==> config.mk <==
export PLATFORM = sky130hd
export DESIGN_NAME = decode_stage_p
export DESIGN_NICKNAME = d
export VERILOG_FILES = /design/src/rtl/decode_pkg.sv /design/src/rtl/reg_bank_p.sv /design/src/rtl/decode_stage_p.sv
export SDC_FILE = /design/constraint.sdc
export NUM_CORES = 2
export LEC_CHECK = 0
export CORE_MARGIN = 2
export CORE_UTILIZATION = 55
export CTS_CLUSTER_SIZE = 25
export DETAILED_ROUTE_END_ITERATION = 6
export PLACE_DENSITY_LB_ADDON = 0.05
export SYNTH_ARGS = -nofsm -noshare
export SYNTH_HDL_FRONTEND = slang
export SYNTH_SLANG_ARGS = --single-unit
export TNS_END_PERCENT = 10
==> constraint.sdc <==
create_clock -name clk -period 4.4 [get_ports clk]
set_input_delay 0.66 -clock clk [delete_from_list [all_inputs] [get_ports clk]]
set_output_delay 0.66 -clock clk [all_outputs]
set_load 0.005 [all_outputs]
==> src/rtl/decode_pkg.sv <==
// decode_pkg: shared widths, branch-mode encodings and ID/EX bubble constant
package decode_pkg;
  localparam int XLEN_DEF   = 32;
  localparam int NREG_DEF   = 32;
  localparam int CTRL_W_DEF = 10;
  typedef enum logic [2:0] {
    BR_NONE, BR_BEQ, BR_BNE, BR_BLEZ, BR_BGTZ, BR_BLTZ, BR_BGEZ, BR_RSVD
  } br_mode_e;
  typedef struct packed {
    logic valid;
    logic regwrite;
    logic memread;
  } ex_flags_t;
  localparam ex_flags_t EX_BUBBLE = '0;
endpackage

==> src/rtl/reg_bank_p.sv <==
// reg_bank_p: register bank with async clear, r0 hardwired to zero and write-through bypass
// Ports: clk/rst_n; we_i/waddr_i/wdata_i write port; raddr_a_i/raddr_b_i -> rdata_a_o/rdata_b_o
module reg_bank_p #(
  parameter int XLEN = 32,
  parameter int NREG = 32,
  localparam int AW = $clog2(NREG)
) (
  input  logic            clk,
  input  logic            rst_n,
  input  logic            we_i,
  input  logic [AW-1:0]   waddr_i,
  input  logic [XLEN-1:0] wdata_i,
  input  logic [AW-1:0]   raddr_a_i,
  input  logic [AW-1:0]   raddr_b_i,
  output logic [XLEN-1:0] rdata_a_o,
  output logic [XLEN-1:0] rdata_b_o
);
  logic [XLEN-1:0] regs_q [NREG];
  always_ff @(posedge clk or negedge rst_n)
    if (!rst_n) for (int i = 0; i < NREG; i++) regs_q[i] <= '0;
    else if (we_i && waddr_i != '0) regs_q[waddr_i] <= wdata_i;
  assign rdata_a_o = raddr_a_i == '0 ? '0 : (we_i && waddr_i == raddr_a_i) ? wdata_i : regs_q[raddr_a_i];
  assign rdata_b_o = raddr_b_i == '0 ? '0 : (we_i && waddr_i == raddr_b_i) ? wdata_i : regs_q[raddr_b_i];
endmodule

==> src/rtl/decode_stage_p.sv <==
// decode_stage_p: MIPS ID stage with branch resolution, hazard detection and ID/EX register
// Ports: IF/ID inputs (if_*), ControlUnit inputs (ctrl_*, br_mode, imm_zext), flush,
// WB write port (wb_*), MEM-stage flags (mem_*); outputs stall, br_taken/br_target, ID/EX (ex_*)
module decode_stage_p
  import decode_pkg::*;
#(
  parameter int XLEN   = XLEN_DEF,
  parameter int NREG   = NREG_DEF,
  parameter int CTRL_W = CTRL_W_DEF,
  localparam int AW = $clog2(NREG)
) (
  input  logic              clk,
  input  logic              rst_n,
  input  logic              if_valid,
  input  logic [31:0]       if_inst,
  input  logic [XLEN-1:0]   if_pc4,
  input  logic [CTRL_W-1:0] ctrl_in,
  input  logic              ctrl_regwrite,
  input  logic              ctrl_memread,
  input  logic              ctrl_regdst,
  input  logic [2:0]        br_mode,
  input  logic              imm_zext,
  input  logic              flush,
  input  logic              wb_we,
  input  logic [AW-1:0]     wb_addr,
  input  logic [XLEN-1:0]   wb_data,
  input  logic              mem_regwrite,
  input  logic              mem_memread,
  input  logic [AW-1:0]     mem_rd,
  input  logic [XLEN-1:0]   mem_alu,
  output logic              stall,
  output logic              br_taken,
  output logic [XLEN-1:0]   br_target,
  output logic              ex_valid,
  output logic              ex_regwrite,
  output logic              ex_memread,
  output logic [CTRL_W-1:0] ex_ctrl,
  output logic [XLEN-1:0]   ex_a,
  output logic [XLEN-1:0]   ex_b,
  output logic [XLEN-1:0]   ex_imm,
  output logic [XLEN-1:0]   ex_pc4,
  output logic [AW-1:0]     ex_rs,
  output logic [AW-1:0]     ex_rt,
  output logic [AW-1:0]     ex_dest
);
  logic [AW-1:0] rs, rt, rd;
  logic [XLEN-1:0] bank_a, bank_b, op_a, op_b, imm;
  logic mem_fwd, ex_hz, mem_hz, hz_rs, hz_rt, lu, bh, cond, bubble, unused_opcode;
  br_mode_e mode;
  ex_flags_t flags_d, flags_q;
  logic [CTRL_W-1:0] ctrl_d, ctrl_q;
  logic [XLEN-1:0] a_d, a_q, b_d, b_q, imm_d, imm_q, pc4_d, pc4_q;
  logic [AW-1:0] rs_d, rs_q, rt_d, rt_q, dest_d, dest_q;
  assign unused_opcode = ^if_inst[31:26];
  assign rs = AW'(if_inst[25:21]);
  assign rt = AW'(if_inst[20:16]);
  assign rd = AW'(if_inst[15:11]);
  assign imm = imm_zext ? {{(XLEN-16){1'b0}}, if_inst[15:0]} : {{(XLEN-16){if_inst[15]}}, if_inst[15:0]};
  assign br_target = if_pc4 + (imm << 2);
  assign mode = br_mode_e'(br_mode);
  reg_bank_p #(.XLEN(XLEN), .NREG(NREG)) u_bank (
    .clk(clk), .rst_n(rst_n), .we_i(wb_we), .waddr_i(wb_addr), .wdata_i(wb_data),
    .raddr_a_i(rs), .raddr_b_i(rt), .rdata_a_o(bank_a), .rdata_b_o(bank_b)
  );
  // Only a finished ALU result in MEM can be forwarded; a load there is still in flight.
  assign mem_fwd = mem_regwrite & ~mem_memread & (mem_rd != '0);
  assign op_a = (mem_fwd && mem_rd == rs) ? mem_alu : bank_a;
  assign op_b = (mem_fwd && mem_rd == rt) ? mem_alu : bank_b;
  assign lu = ex_valid & ex_memread & (ex_dest != '0) & ((ex_dest == rs) | (ex_dest == rt));
  assign ex_hz = ex_valid & ex_regwrite & (ex_dest != '0);
  assign mem_hz = mem_regwrite & mem_memread & (mem_rd != '0);
  assign hz_rs = (ex_hz & (ex_dest == rs)) | (mem_hz & (mem_rd == rs));
  assign hz_rt = (ex_hz & (ex_dest == rt)) | (mem_hz & (mem_rd == rt));
  assign bh = (mode != BR_NONE) & (hz_rs | ((mode == BR_BEQ || mode == BR_BNE) & hz_rt));
  always_comb begin
    cond = 1'b0;
    case (mode)
      BR_BEQ:  cond = op_a == op_b;
      BR_BNE:  cond = op_a != op_b;
      BR_BLEZ: cond = op_a[XLEN-1] | (op_a == '0);
      BR_BGTZ: cond = ~op_a[XLEN-1] & (op_a != '0);
      BR_BLTZ: cond = op_a[XLEN-1];
      BR_BGEZ: cond = ~op_a[XLEN-1];
      default: cond = 1'b0;
    endcase
  end
  assign stall = if_valid & (lu | bh) & ~flush;
  assign br_taken = if_valid & ~stall & ~flush & cond;
  assign bubble = flush | stall | ~if_valid;
  assign flags_d = bubble ? EX_BUBBLE : {1'b1, ctrl_regwrite, ctrl_memread};
  assign ctrl_d = bubble ? '0 : ctrl_in;
  assign a_d = bubble ? '0 : bank_a;
  assign b_d = bubble ? '0 : bank_b;
  assign imm_d = bubble ? '0 : imm;
  assign pc4_d = bubble ? '0 : if_pc4;
  assign rs_d = bubble ? '0 : rs;
  assign rt_d = bubble ? '0 : rt;
  assign dest_d = bubble ? '0 : (ctrl_regdst ? rd : rt);
  always_ff @(posedge clk or negedge rst_n)
    if (!rst_n) begin
      flags_q <= EX_BUBBLE;
      ctrl_q <= '0;
      a_q <= '0;
      b_q <= '0;
      imm_q <= '0;
      pc4_q <= '0;
      rs_q <= '0;
      rt_q <= '0;
      dest_q <= '0;
    end else begin
      flags_q <= flags_d;
      ctrl_q <= ctrl_d;
      a_q <= a_d;
      b_q <= b_d;
      imm_q <= imm_d;
      pc4_q <= pc4_d;
      rs_q <= rs_d;
      rt_q <= rt_d;
      dest_q <= dest_d;
    end
  assign ex_valid = flags_q.valid;
  assign ex_regwrite = flags_q.regwrite;
  assign ex_memread = flags_q.memread;
  assign ex_ctrl = ctrl_q;
  assign ex_a = a_q;
  assign ex_b = b_q;
  assign ex_imm = imm_q;
  assign ex_pc4 = pc4_q;
  assign ex_rs = rs_q;
  assign ex_rt = rt_q;
  assign ex_dest = dest_q;
endmodule

==> impl_metrics.env <==
export IMPL_cap_viol_max_count=0
export IMPL_hold_class="in -> reg"
export IMPL_synth_area_um2=63800
export IMPL_finClkSkew_ps=22.1
export IMPL_drive_above_1_share=0.493
export IMPL_holdPathEnd="ex_pc4[2]"
export IMPL_fmax_mhz=185
export IMPL_crit_type="in -> out"
export IMPL_root_buffer="clkbuf_16"
export IMPL_synth_edf_count=0
export IMPL_multi_input_area_um2=32700
export IMPL_dieArea_um2=119000
export IMPL_grt_max_degree=116
export IMPL_worst_slack_ps=-997
export IMPL_syn_inst=4690
export IMPL_track_usage=0.421
export IMPL_worstHoldPathCells=2
export IMPL_syn_num_nets=4882
export IMPL_final_cells=7403
export IMPL_port_buffers=345
export IMPL_dpl_hpwl_um=172000
export IMPL_yosysWarningCount=0
export IMPL_powerDensity_nw_per_um2=417
export IMPL_gp_congestion=1.00
export IMPL_slew_headroom=0.252
export IMPL_status="complete, but fails checks"
export IMPL_violations="negative setup slack"
export IMPL_vias=50100
export IMPL_numCtsBuffers=131
export IMPL_drt_iter0_markers=5918
export IMPL_reg2reg_to="ex_a[22]"
export IMPL_irDropWorstVdd_mv=0.423
export IMPL_min_delay_start="if_pc4[2]"
export IMPL_die_w_um=344
export IMPL_placed_cells=7131
export IMPL_rrSetupSlack_ps=190
export IMPL_n_fill_cell=8057
export IMPL_overflow=0
export IMPL_final_antenna_net_count=0
export IMPL_whs_ps=311
export IMPL_setup_violations=4
export IMPL_grt_pass1_wl_um=356000
export IMPL_worst_slew_pin_slew_ps=1120
export IMPL_period_needed_ps=5400
export IMPL_synth_async_reset_ratio=1.00
export IMPL_regArea_um2=29200
export IMPL_startpoint_type="input pin"
export IMPL_p_leak_uw=0.0367
export IMPL_setup_worst_path_end_class="primary output"
export IMPL_path_max_fanout=22
export IMPL_finalCritPeriodShare=1.23
export IMPL_core_um2=115000
export IMPL_routed_wl_um=250000
export IMPL_die_h_um=344
export IMPL_ctsLongestPathBuffers=3
export IMPL_synth_distinct_cells=88
export IMPL_initial_core_util=0.556
export IMPL_cp_required_ps=3740
export IMPL_clock_sinks=1165
export IMPL_ys_flop_type="dfrtp_1"
export IMPL_rsz0062_at_grt="yes"
export IMPL_r2r_start="ex_dest[0]"
export IMPL_area_delta_synth_final_pct=27.7
export IMPL_htree_num_levels=4
export IMPL_finalMaxSlewViolations=0
export IMPL_insertion_delay_ps=770
export IMPL_wl_per_cell_um=33.7
export IMPL_vias_per_cell=6.77
export IMPL_rr_worst_depth=14
export IMPL_hold_viol=0
export IMPL_grt_pass1_vias=50000
export IMPL_grt_antenna_before_repair=8
export IMPL_ios=352
export IMPL_yosys_register_bits=1165
export IMPL_syn_avg_cell_area_um2=13.6
export IMPL_std_cell_rows=124
export IMPL_dpl_cell_area_um2=76300
export IMPL_finalInstanceArea_um2=81400
export IMPL_drtPass1Iterations=5
export IMPL_clkTransAtPathRegs_ps=60
export IMPL_route_detailed_drc=0
export IMPL_ys_seq_area_frac=0.457
export IMPL_final_nets=5985
export IMPL_cts_tree="yes"
export IMPL_worstPathArrival_ps=4740
==> flip-flops by register name (all words and copies together) (netlist names) <==
signal         cells
u_bank.regs_q   1024
ex_a              32
ex_b              32
ex_pc4            32
ex_imm            17
ex_ctrl           10
ex_dest            5
ex_rs              5
ex_rt              5
ex_memread         1
ex_regwrite        1
ex_valid           1
==> Yosys cell counts (all sizes together), types with 23 or more instances <==
cell type | instances | area share
dfrtp | 1165 | 0.46
mux2 | 997 | 0.18
mux4 | 423 | 0.15
mux2i | 282 | 0.044
clkbuf | 279 | 0.016
buf | 215 | 0.023
nor2 | 179 | 0.011
nand2 | 116 | 0.0068
a22oi | 95 | 0.011
a21oi | 92 | 0.0072
and2 | 81 | 0.0079
o21ai | 64 | 0.0050
xnor2 | 59 | 0.0081
a221oi | 57 | 0.0080
nand3 | 55 | 0.0043
a211oi | 45 | 0.0053
nor3 | 43 | 0.0035
o22ai | 34 | 0.0033
ha | 29 | 0.0057
nor2b | 26 | 0.0027
a221o | 25 | 0.0039
inv | 24 | 0.0014
xor2 | 23 | 0.0032
==> worst max path at each step <==
stage	to	startpoint	cells after the start	slack, ps
2_1_floorplan	br_taken	if_inst[21]	15	-110
3_3_place_gp	br_taken	if_inst[21]	18	-1710
3_5_place_dp	br_taken	if_inst[21]	19	-1710
4_1_cts	br_taken	u_bank.regs_q[810]	13	-1050
5_1_grt	br_taken	u_bank.regs_q[26]	15	-1070
6_report	br_taken	if_inst[16]	18	-1000
==> cells in the final DEF, fill, tap and decap left out, drive strengths merged, types with 34 or more instances in the layout <==
cell,n
a211oi,45
nand3,55
mux4,423
a21oi,92
and2,81
mux2i,282
clkdlybuf4s50,304
mux2,997
dfrtp,1165
buf,1132
o22ai,34
nor2,179
a221oi,57
xnor2,59
o21ai,64
a22oi,95
clkbuf,193
nand2,116
nor3,43
==> metal layers <==
| layer | share of wire | vias up | GRT usage |
|---|---|---|---|
| met5 | 0.00024 | - | 0 |
| met4 | 0.057 | 8 | 0.209 |
| met3 | 0.12 | 731 | 0.128 |
| met2 | 0.43 | 3145 | 0.610 |
| met1 | 0.39 | 26100 | 0.580 |
| li1 | - | 20100 | - |
==> where the power goes <==
group | switching (µW) | internal [µW] | leakage [µW]
registers | 1320 | 12600 | 0.0150
clock network | 4620 | 6520 | 0.00212
logic | 3810 | 5120 | 0.0195
==> area by class of cell <==
cell class,instances,share of cell area
repair buffers,1464,0.163
inverters,28,0.00132
diodes,6,0.000184
flip-flops and latches,1165,0.358
clock inverters,33,0.00518
multi-input cells,3003,0.401
clock buffers,192,0.0476
well taps,1512,0.0232
==> per-stage QoR <==
step / TNS, ps / worst slack, ps / power (µW) / utilization
after detailed placement: -25350 / -1710 / 22600 / 0.665
after global routing: -2340 / -1070 / 35100 / 0.710
after floorplan: -112 / -112 / 18500 / -
after global placement: -25640 / -1710 / 22300 / 0.665
final: -1370 / -997 / 34000 / 0.710
after CTS: -2220 / -1050 / 33700 / 0.707
==> logic make-up after synthesis <==
| group | after synthesis | share of synthesized area |
|---|---|---|
| xor+xnor | 82 | 0.0113 |
| compound gates | 576 | 0.0661 |
| buf+inv | 522 | 0.0413 |
| mux | 1702 | 0.370 |
| flops | 1165 | 0.457 |
| simple gates | 613 | 0.0480 |
| fa+ha+maj | 30 | 0.00600 |
==> what timing repair did <==
item                                   4_1_cts  5_1_grt
hold buffers                                 1        0
pin swaps                                   25       22
setup endpoints to repair                   20       20
cloned                                       1        0
endpoints found under the hold margin       25        0
buffers inserted                            23       16
gates resized for setup                     89       70
==> critical path, stage by stage <==
cell	delay, ps
buf_16	180
buf_12	170
buf_12	210
buf_4	220
mux2i_1	150
a221oi_1	420
nor3_1	120
nor4_1	500
a311oi_1	160
buf_4	220
xor2_1	160
o22ai_1	200
a211oi_2	90
nor4bb_4	300
nand4_1	180
mux2_4	340
o211a_4	270
buf_6	120
Note: power is estimated with default switching activity, not from simulation.
